File: config.mk
export PLATFORM = sky130hd
export DESIGN_NAME = truth_table_sequencer
export DESIGN_NICKNAME = d
export VERILOG_FILES = /design/src/rtl/truth_table_sequencer.sv
export SDC_FILE = /design/constraint.sdc
export NUM_CORES = 1
export LEC_CHECK = 0
export ABC_AREA = 1
export BUFFER_PORTS_ARGS = -buffer_cell sky130_fd_sc_hd__buf_2
export CAP_MARGIN = 5
export CORE_UTILIZATION = 40
export CTS_CLUSTER_SIZE = 28
export DETAILED_ROUTE_END_ITERATION = 8
export GPL_TIMING_DRIVEN = 1
export PLACE_DENSITY = 0.69
export SYNTH_ARGS = -nofsm -noshare
export SYNTH_HDL_FRONTEND = slang
export SYNTH_SLANG_ARGS = --single-unit
File: constraint.sdc
create_clock -name clk -period 1.9 [get_ports clk]
set_clock_uncertainty 0.05 [all_clocks]
set_input_delay 0.095 -clock clk [delete_from_list [all_inputs] [get_ports clk]]
set_output_delay 0.095 -clock clk [all_outputs]
set_load 0.02 [all_outputs]
File: src/rtl/truth_table_sequencer.sv
// -----------------------------------------------------------------------------
// truth_table_sequencer
//
// Drives an exhaustive two-input truth table ({A,B} = 00, 01, 10, 11) into a
// De Morgan logic stage. It waits SETTLE_CYCLES cycles per vector, then
// compares the stage's packed outputs against built-in golden values and
// reports a pass/fail summary.
//
// Parameters
//   SETTLE_CYCLES  settle cycles per vector before sampling (1..15)
//
// Ports
//   clk        in   single clock, rising edge
//   rst_n      in   asynchronous active-low reset
//   start      in   one-cycle request for a full pass (ignored while busy)
//   obs[7:0]   in   {nA, nB, nAandnB, AorB, nAorB, AandB, nAandB, nAornB}
//   A, B       out  registered stimulus
//   busy       out  pass in progress
//   done       out  pass complete; held until the next accepted start
//   pass       out  done and no vector mismatched
//   fail_mask  out  bit i set when vector i mismatched
//   err_count  out  number of mismatching vectors (0..4)
//
// Optional build macro TTSEQ_FIRST_FAIL_EN adds:
//   first_fail_idx[1:0]  index of the first mismatching vector in the pass
//   first_fail_obs[7:0]  obs value captured at that first mismatch
// -----------------------------------------------------------------------------
module truth_table_sequencer #(
  parameter int unsigned SETTLE_CYCLES = 1
) (
  input  logic       clk,
  input  logic       rst_n,
  input  logic       start,
  input  logic [7:0] obs,
  output logic       A,
  output logic       B,
  output logic       busy,
  output logic       done,
  output logic       pass,
  output logic [3:0] fail_mask,
  output logic [2:0] err_count
`ifdef TTSEQ_FIRST_FAIL_EN
  ,
  output logic [1:0] first_fail_idx,
  output logic [7:0] first_fail_obs
`endif
);

  typedef enum logic [1:0] {
    IDLE   = 2'd0,
    SETTLE = 2'd1,
    SAMPLE = 2'd2,
    DONE   = 2'd3
  } state_t;

  localparam logic [3:0] SETTLE_LAST = 4'(SETTLE_CYCLES - 32'd1);

  // Expected packed outputs for each vector index.
  function automatic logic [7:0] golden_obs(input logic [1:0] idx);
    logic [7:0] g;
    case (idx)
      2'd0:    g = 8'hEB;
      2'd1:    g = 8'h93;
      2'd2:    g = 8'h53;
      2'd3:    g = 8'h14;
      default: g = 8'h00;
    endcase
    return g;
  endfunction

  state_t     state_r,     state_s;
  logic [3:0] cnt_r,       cnt_s;
  logic [1:0] idx_r,       idx_s;
  logic       a_r,         a_s;
  logic       b_r,         b_s;
  logic       busy_r,      busy_s;
  logic       done_r,      done_s;
  logic       pass_r,      pass_s;
  logic [3:0] fail_mask_r, fail_mask_s;
  logic [2:0] err_r,       err_s;
  logic       mismatch_s;
`ifdef TTSEQ_FIRST_FAIL_EN
  logic [1:0] ff_idx_r,    ff_idx_s;
  logic [7:0] ff_obs_r,    ff_obs_s;
`endif

  // Next-state and next-output logic for the sequencer FSM.
  always_comb begin
    state_s     = state_r;
    cnt_s       = cnt_r;
    idx_s       = idx_r;
    a_s         = a_r;
    b_s         = b_r;
    busy_s      = busy_r;
    done_s      = done_r;
    pass_s      = pass_r;
    fail_mask_s = fail_mask_r;
    err_s       = err_r;
    mismatch_s  = (obs != golden_obs(idx_r));
`ifdef TTSEQ_FIRST_FAIL_EN
    ff_idx_s    = ff_idx_r;
    ff_obs_s    = ff_obs_r;
`endif

    case (state_r)
      IDLE, DONE: begin
        if (start) begin
          state_s     = SETTLE;
          cnt_s       = 4'd0;
          idx_s       = 2'd0;
          a_s         = 1'b0;
          b_s         = 1'b0;
          busy_s      = 1'b1;
          done_s      = 1'b0;
          pass_s      = 1'b0;
          fail_mask_s = 4'd0;
          err_s       = 3'd0;
`ifdef TTSEQ_FIRST_FAIL_EN
          ff_idx_s    = 2'd0;
          ff_obs_s    = 8'd0;
`endif
        end else begin
          state_s = state_r;
        end
      end

      SETTLE: begin
        if (cnt_r == SETTLE_LAST) begin
          state_s = SAMPLE;
          cnt_s   = 4'd0;
        end else begin
          cnt_s   = cnt_r + 4'd1;
        end
      end

      SAMPLE: begin
        if (mismatch_s) begin
          fail_mask_s[idx_r] = 1'b1;
          // At most four vectors, so the 3-bit count never wraps.
          err_s = err_r + 3'd1;
`ifdef TTSEQ_FIRST_FAIL_EN
          if (err_r == 3'd0) begin
            ff_idx_s = idx_r;
            ff_obs_s = obs;
          end else begin
            ff_idx_s = ff_idx_r;
          end
`endif
        end else begin
          err_s = err_r;
        end

        if (idx_r == 2'd3) begin
          state_s = DONE;
          busy_s  = 1'b0;
          done_s  = 1'b1;
          pass_s  = (err_s == 3'd0);
        end else begin
          state_s = SETTLE;
          idx_s   = idx_r + 2'd1;
          a_s     = idx_s[1];
          b_s     = idx_s[0];
          cnt_s   = 4'd0;
        end
      end

      default: begin
        state_s = IDLE;
      end
    endcase
  end

  // State and output registers.
  always_ff @(posedge clk or negedge rst_n) begin
    if (!rst_n) begin
      state_r     <= IDLE;
      cnt_r       <= 4'd0;
      idx_r       <= 2'd0;
      a_r         <= 1'b0;
      b_r         <= 1'b0;
      busy_r      <= 1'b0;
      done_r      <= 1'b0;
      pass_r      <= 1'b0;
      fail_mask_r <= 4'd0;
      err_r       <= 3'd0;
`ifdef TTSEQ_FIRST_FAIL_EN
      ff_idx_r    <= 2'd0;
      ff_obs_r    <= 8'd0;
`endif
    end else begin
      state_r     <= state_s;
      cnt_r       <= cnt_s;
      idx_r       <= idx_s;
      a_r         <= a_s;
      b_r         <= b_s;
      busy_r      <= busy_s;
      done_r      <= done_s;
      pass_r      <= pass_s;
      fail_mask_r <= fail_mask_s;
      err_r       <= err_s;
`ifdef TTSEQ_FIRST_FAIL_EN
      ff_idx_r    <= ff_idx_s;
      ff_obs_r    <= ff_obs_s;
`endif
    end
  end

  assign A         = a_r;
  assign B         = b_r;
  assign busy      = busy_r;
  assign done      = done_r;
  // pass_r only ever goes high together with done_r; the gate makes it explicit.
  assign pass      = pass_r & done_r;
  assign fail_mask = fail_mask_r;
  assign err_count = err_r;
`ifdef TTSEQ_FIRST_FAIL_EN
  assign first_fail_idx = ff_idx_r;
  assign first_fail_obs = ff_obs_r;
`endif

endmodule
Word-level counts from Yosys, hierarchy flattened
Index checks and enable logic that the tools add are counted.
{"block": "word_totals", "register_bits": 20, "in_bits": 11, "output_inout_bits": 12, "wordCells": 74}
{"block": "classes", "addsub": 3, "magnitude_cmp": 2, "eq_ne": 12, "n_mux": 32, "bitwise_logic": 2, "n_reduce_logical": 13}
{"operator": "8-bit case mux with 4 select lines", "count": 1}
{"operator": "4-bit two-way mux", "count": 4}
{"operator": "4-bit case mux with 3 select lines", "count": 1}
{"operator": "2-bit two-way mux", "count": 5}
{"operator": "2-bit inequality test (second input constant)", "count": 5}
{"operator": "1-bit case mux with 2 select lines", "count": 5}
{"operator": "3-bit two-way mux", "count": 3}
{"operator": "3-bit AND reduction", "count": 3}
{"operator": "2-bit equality test (second input constant)", "count": 4}
{"operator": "1-bit two-way mux", "count": 8}
{"operator": "8-bit inequality test", "count": 1}
{"operator": "4-bit case mux with 2 select lines", "count": 1}
{"operator": "2-bit case mux with 3 select lines", "count": 1}
{"operator": "3-bit case mux with 2 select lines", "count": 1}
{"operator": "2-bit AND reduction", "count": 3}
{"operator": "4-bit by 1-bit adder with 4-bit output (second input constant)", "count": 1}
{"operator": "2-bit by 1-bit equality test with 1-bit output (second input constant)", "count": 2}
{"operator": "2-bit logical NOT", "count": 2}
{"operator": "4-bit logical NOT", "count": 1}
{"operator": "4-bit OR", "count": 1}
{"operator": "2-bit case mux with 2 select lines", "count": 1}
{"operator": "3-bit by 1-bit adder with 3-bit output (second input constant)", "count": 1}
{"operator": "3-bit logical NOT", "count": 1}
{"operator": "2-bit by 3-bit < comparator with 1-bit output (second input constant)", "count": 1}
{"operator": "7 further kinds", "count": 7}

Longest topological paths before layout
{"block": "logic_depth", "ltp_word": 8, "depth_mapped": 14, "ltp_nobuf": 13}

Worst setup path before layout
Ideal clock, no wire load.
{"block": "synth_timing", "kind": "register -> register", "startpoint": "reg idx_r[1]", "endpoint": "reg fail_mask_r[1] (netlist: fail_mask[1])", "arrival_ns": 1.621, "required_time_ns": 1.723, "setup_slack_ns": 0.102, "path_stages_with_launch": 12, "synth_period_minus_slack_ns": 1.798, "path_cell_list": "dfrtp_1 > inv_1 > ha_1 > buf_6 > clkinv_2 > nand2_1 > nand2_1 > nand2_1 > nor2_2 > nand2_2 > o21ai_4 > o21ai_0"}
{"block": "synth_between", "elab_chain_cells": 7, "word_cells_on_any_way": 16, "classes_between": "2 x order compare; 5 x eq/ne; 5 x mux; 1 x bitwise; 3 x reduce/logical"}
{"item": "from (decl)", "line": "73", "source": "logic [1:0] idx_r, idx_s;"}
{"item": "from (signal assigned)", "line": "193", "source": "idx_r <= idx_s;"}
{"item": "2-bit by 3-bit < comparator with 1-bit output (not written as such) or 2-bit by 1-bit >= comparator with 1-bit output (tied branches)", "line": "138", "source": "fail_mask_s[idx_r] = 1'b1;"}
{"item": "1-bit logical AND (not written as such)", "line": "138"}
{"item": "1-bit two-way mux (not written as such)", "line": "138"}
{"item": "1-bit demux with 2-bit select", "line": "138"}
{"item": "4-bit OR (no line)"}
{"item": "4-bit two-way mux", "line": "137", "source": "if (mismatch_s) begin"}
{"item": "4-bit case mux with 2 select lines", "line": "105", "source": "case (state_r)"}
{"item": "to (signal assigned)", "line": "199", "source": "fail_mask_r <= fail_mask_s;"}
{"item": "to (decl)", "line": "79", "source": "logic [3:0] fail_mask_r, fail_mask_s;"}
Parallel ways exist; a longest one is shown, timed or not. The select of a mux whose other input is x is not followed.
A chain may end at the register's enable or synchronous reset.

Worst setup path in the final report
{"block": "layout_timing", "startpoint": "reg idx_r[0]", "endpoint": "reg pass_r"}
{"block": "layout_between", "elab_chain_cells": 8, "word_cells_on_any_way": 13, "classes_between": "5 x eq/ne; 5 x mux; 3 x reduce/logical"}
{"item": "2-bit equality test, or another cell as far along", "line": "61, 153"}
{"item": "8-bit case mux with 4 select lines", "line": "61", "source": "case (idx)"}
{"item": "8-bit inequality test", "line": "99", "source": "mismatch_s = (obs != golden_obs(idx_r));"}
{"item": "3-bit two-way mux", "line": "137"}
{"item": "3-bit two-way mux", "line": "105"}
{"item": "3-bit logical NOT", "line": "157", "source": "pass_s = (err_s == 3'd0);"}
{"item": "1-bit two-way mux", "line": "153", "source": "if (idx_r == 2'd3) begin"}
{"item": "1-bit case mux with 2 select lines", "line": "105"}
{"item": "to (signal assigned)", "line": "198", "source": "pass_r <= pass_s;"}
{"item": "to (decl)", "line": "78", "source": "logic pass_r, pass_s;"}
Parallel ways exist; a longest one is shown, timed or not. The select of a mux whose other input is x is not followed.

==> flow_summary.ini <==
[outcome]
status = complete, but fails checks
violations = DRC

[critical_path]
critical_path_required_ns = 2.05
reg2reg_slack_ns = 0.09
critPathCaptureType = flop
r2r_cells = 13
crit_path_end = pass_r$_DFFE_PN0P_
cp-start-kind = flop
r2r-end = pass_r$_DFFE_PN0P_
reg2reg_from = idx_r[0]$_DFFE_PN0P_
critical_path_class = flop to flop
critPathLaunch = idx_r[0]$_DFFE_PN0P_
cp.arrival_ns = 1.96
path_max_fanout = 4

[power_and_ir_drop]
power_density_nw_per_um2 = 1210
p_leak_nw = 0.852
p_total_mw = 1.88
vdd_ir_drop_max_mv = 0.716

[clock_tree]
cts_tree = built
clk_latency_ns = 0.30
cts_made_buffers = 3
clock_sinks = 18
cts-root-buf = clkbuf_4
cts_buffer_depth = 2
cts.clk_slew.worst_paths_ns = 0.10
htreeDepth = 1

[synthesis]
synth.yosys.warnings = 0
yosys.area.top_type = dfrtp_1
synth_area_sq_um = 1240
ys_types = 24
ys_seq_area_share_pct = 36.2
yosys.area.top_type_share_pct = 36.2
postSynthAreaPerCell_sq_um = 7.45
syn_nets = 189
netlist_top_cells_area = dfrtp_1 36%, nand2_1 14%, ha_1 11%
ys_seq_elements = 18
synthCells = 167

[drt]
drc_errors = 4
drt-initial-drc-count = 57
first_pass_iters = 6
wire_per_inst_microns = 11.8
routed_wl_microns = 2750
ant_nets = 0
via_count = 1175
avgViaCountPerCell = 5.04

[floorplanning]
die_y_microns = 57.8
num_io_pins = 23
start_util_pct = 43.6
coreArea_sq_um = 2850
die_w_microns = 57.8
die_area_sq_um = 3340
rows = 19

[place]
gp_congestion = 0.866
dp_hpwl_microns = 2100
portBuffers = 22

[sta]
fin_tns_setup_ns = 0
slew_violations = 0
hold_violations = 0
relSlewSlack_pct = 73.2
fmax_mhz = 554
fin_crit_ns = 1.81
finalCritPeriodShare_pct = 95.1
worst_slew_pin_slew_ns = 0.401
finalSetupViolCount = 0

[cells_and_area]
nets = 225
final_core_util_pct = 54.6
nFillCells = 281
syn2layout_area_growth_pct = 25.1
antenna_cells = 0
drive_above_1_share_pct = 27.7
mostFrequentLayoutCell = nand2_1
final_cell_mix = 45 x nand2_1, 22 x buf_2, 21 x inv_1

[worst_hold_path]
hp-class = primary input to flop

[global_route]
grt_max_degree = 19
first_global_vias = 1098
gr-total-overflow = 0
track_usage_pct = 16.9
antenna_found_initial = 0
grt_pass1_wl_microns = 4390

[flow_run]
cap_violations = 0
## routing by layer
| metal | part of all wire, % | global-route usage [%] | wire [microns] | vias up |
|---|---|---|---|---|
| met1 | 41 | 19.7 | 1140 | 552 |
| met2 | 53 | 30.7 | 1450 | 23 |
| met3 | 4.1 | 2.46 | 112 | 5 |
| met4 | 1.7 | 7.82 | 48 | 0 |
| li1 | - | - | - | 595 |
| met5 | 0 | 0 | 0 | - |
## critical path, stage by stage (launching register included)
cell,delay [ns]
dfrtp_1,0.43
inv_2,0.10
buf_4,0.14
ha_4,0.16
nor2_1,0.06
nand2_1,0.08
nand2_1,0.09
nor2_4,0.15
nand2_4,0.08
buf_4,0.13
nand2_1,0.06
o21ai_2,0.06
nand3_1,0.08
nand2_1,0.05
## metrics by stage
step,instances,hold slack [ns],worst slack (ns),instance area (sq um)
floorplan,167,-0.251,0.102,1240
global placement,222,-0.00514,0.0821,1400
detailed placement,222,0.0000654,-0.0317,1400
CTS,227,0.202,0.0401,1450
global route,233,0.188,-0.0335,1560
finish,233,0.161,0.0939,1560
## layout make-up
type                       count  area [sq um]  share of cell area (%)
inverter                      25          95.1                    6.10
multi-input combinational    122           742                    47.6
timing repair buffer          33           195                    12.5
tap                           31          38.8                    2.49
clock buffer                   4          36.3                    2.33
sequential                    18           450                    28.9
## synth_stat cells
cell type	n
o21bai_2	2
xor2_1	2
inv_1	23
buf_6	2
nor2_2	3
xnor2_1	1
nand3_1	10
o21ai_4	1
a21oi_1	2
inv_2	1
nand2_2	1
o21ai_1	1
nor2_1	17
o21ai_2	1
nor3_2	1
nor2_4	1
o21a_1	1
clkinv_2	1
ha_1	11
dfrtp_1	18
o22ai_1	2
nand2_1	45
nand4_1	1
o21ai_0	19
## what timing repair did
action	in CTS	in global routing
endpoints found under the hold margin	18	0
hold buffers	1	0
pin swaps	0	7
endpoints found under the setup margin	5	10
gates resized for setup	1	15
buffers inserted	0	6
gates cloned	0	0
## sequential cells by signal, indices dropped and copies added (netlist names)
name       flops
cnt_r          4
fail_mask      4
err_count      3
idx_r          2
state_r        2
busy           1
done           1
pass_r         1
## cells by family (layout without fill, tap and decap cells)
family | Yosys count | after routing | share of synthesized area (%)
buf+inv | 27 | 62 | 9.45
simple gates | 79 | 79 | 26.9
flops | 18 | 18 | 36.2
fa+ha+maj | 11 | 11 | 11.1
xor+xnor | 3 | 3 | 2.11
compound gates | 29 | 29 | 14.3
## worst min-delay path by stage
| stage | from | end | cells after the start |
|---|---|---|---|
| final | start | cnt_r[0]$_DFFE_PN0P_ | 4 |
| after CTS | rst_n | cnt_r[0]$_DFFE_PN0P_ | 2 |
| after detailed placement | rst_n | cnt_r[0]$_DFFE_PN0P_ | 1 |
| after global routing | start | cnt_r[0]$_DFFE_PN0P_ | 4 |
| after global placement | rst_n | cnt_r[1]$_DFFE_PN0P_ | 1 |
| after floorplan | rst_n | busy$_DFFE_PN0P_ | 0 |
## where the power goes
group          internal (mW)  switching, mW  total [mW]
Clock                  0.117          0.120       0.237
Combinational          0.434          0.673        1.11
Sequential             0.473         0.0682       0.541
Total                   1.02          0.861        1.88
Note: power is estimated with default switching activity, not from simulation.
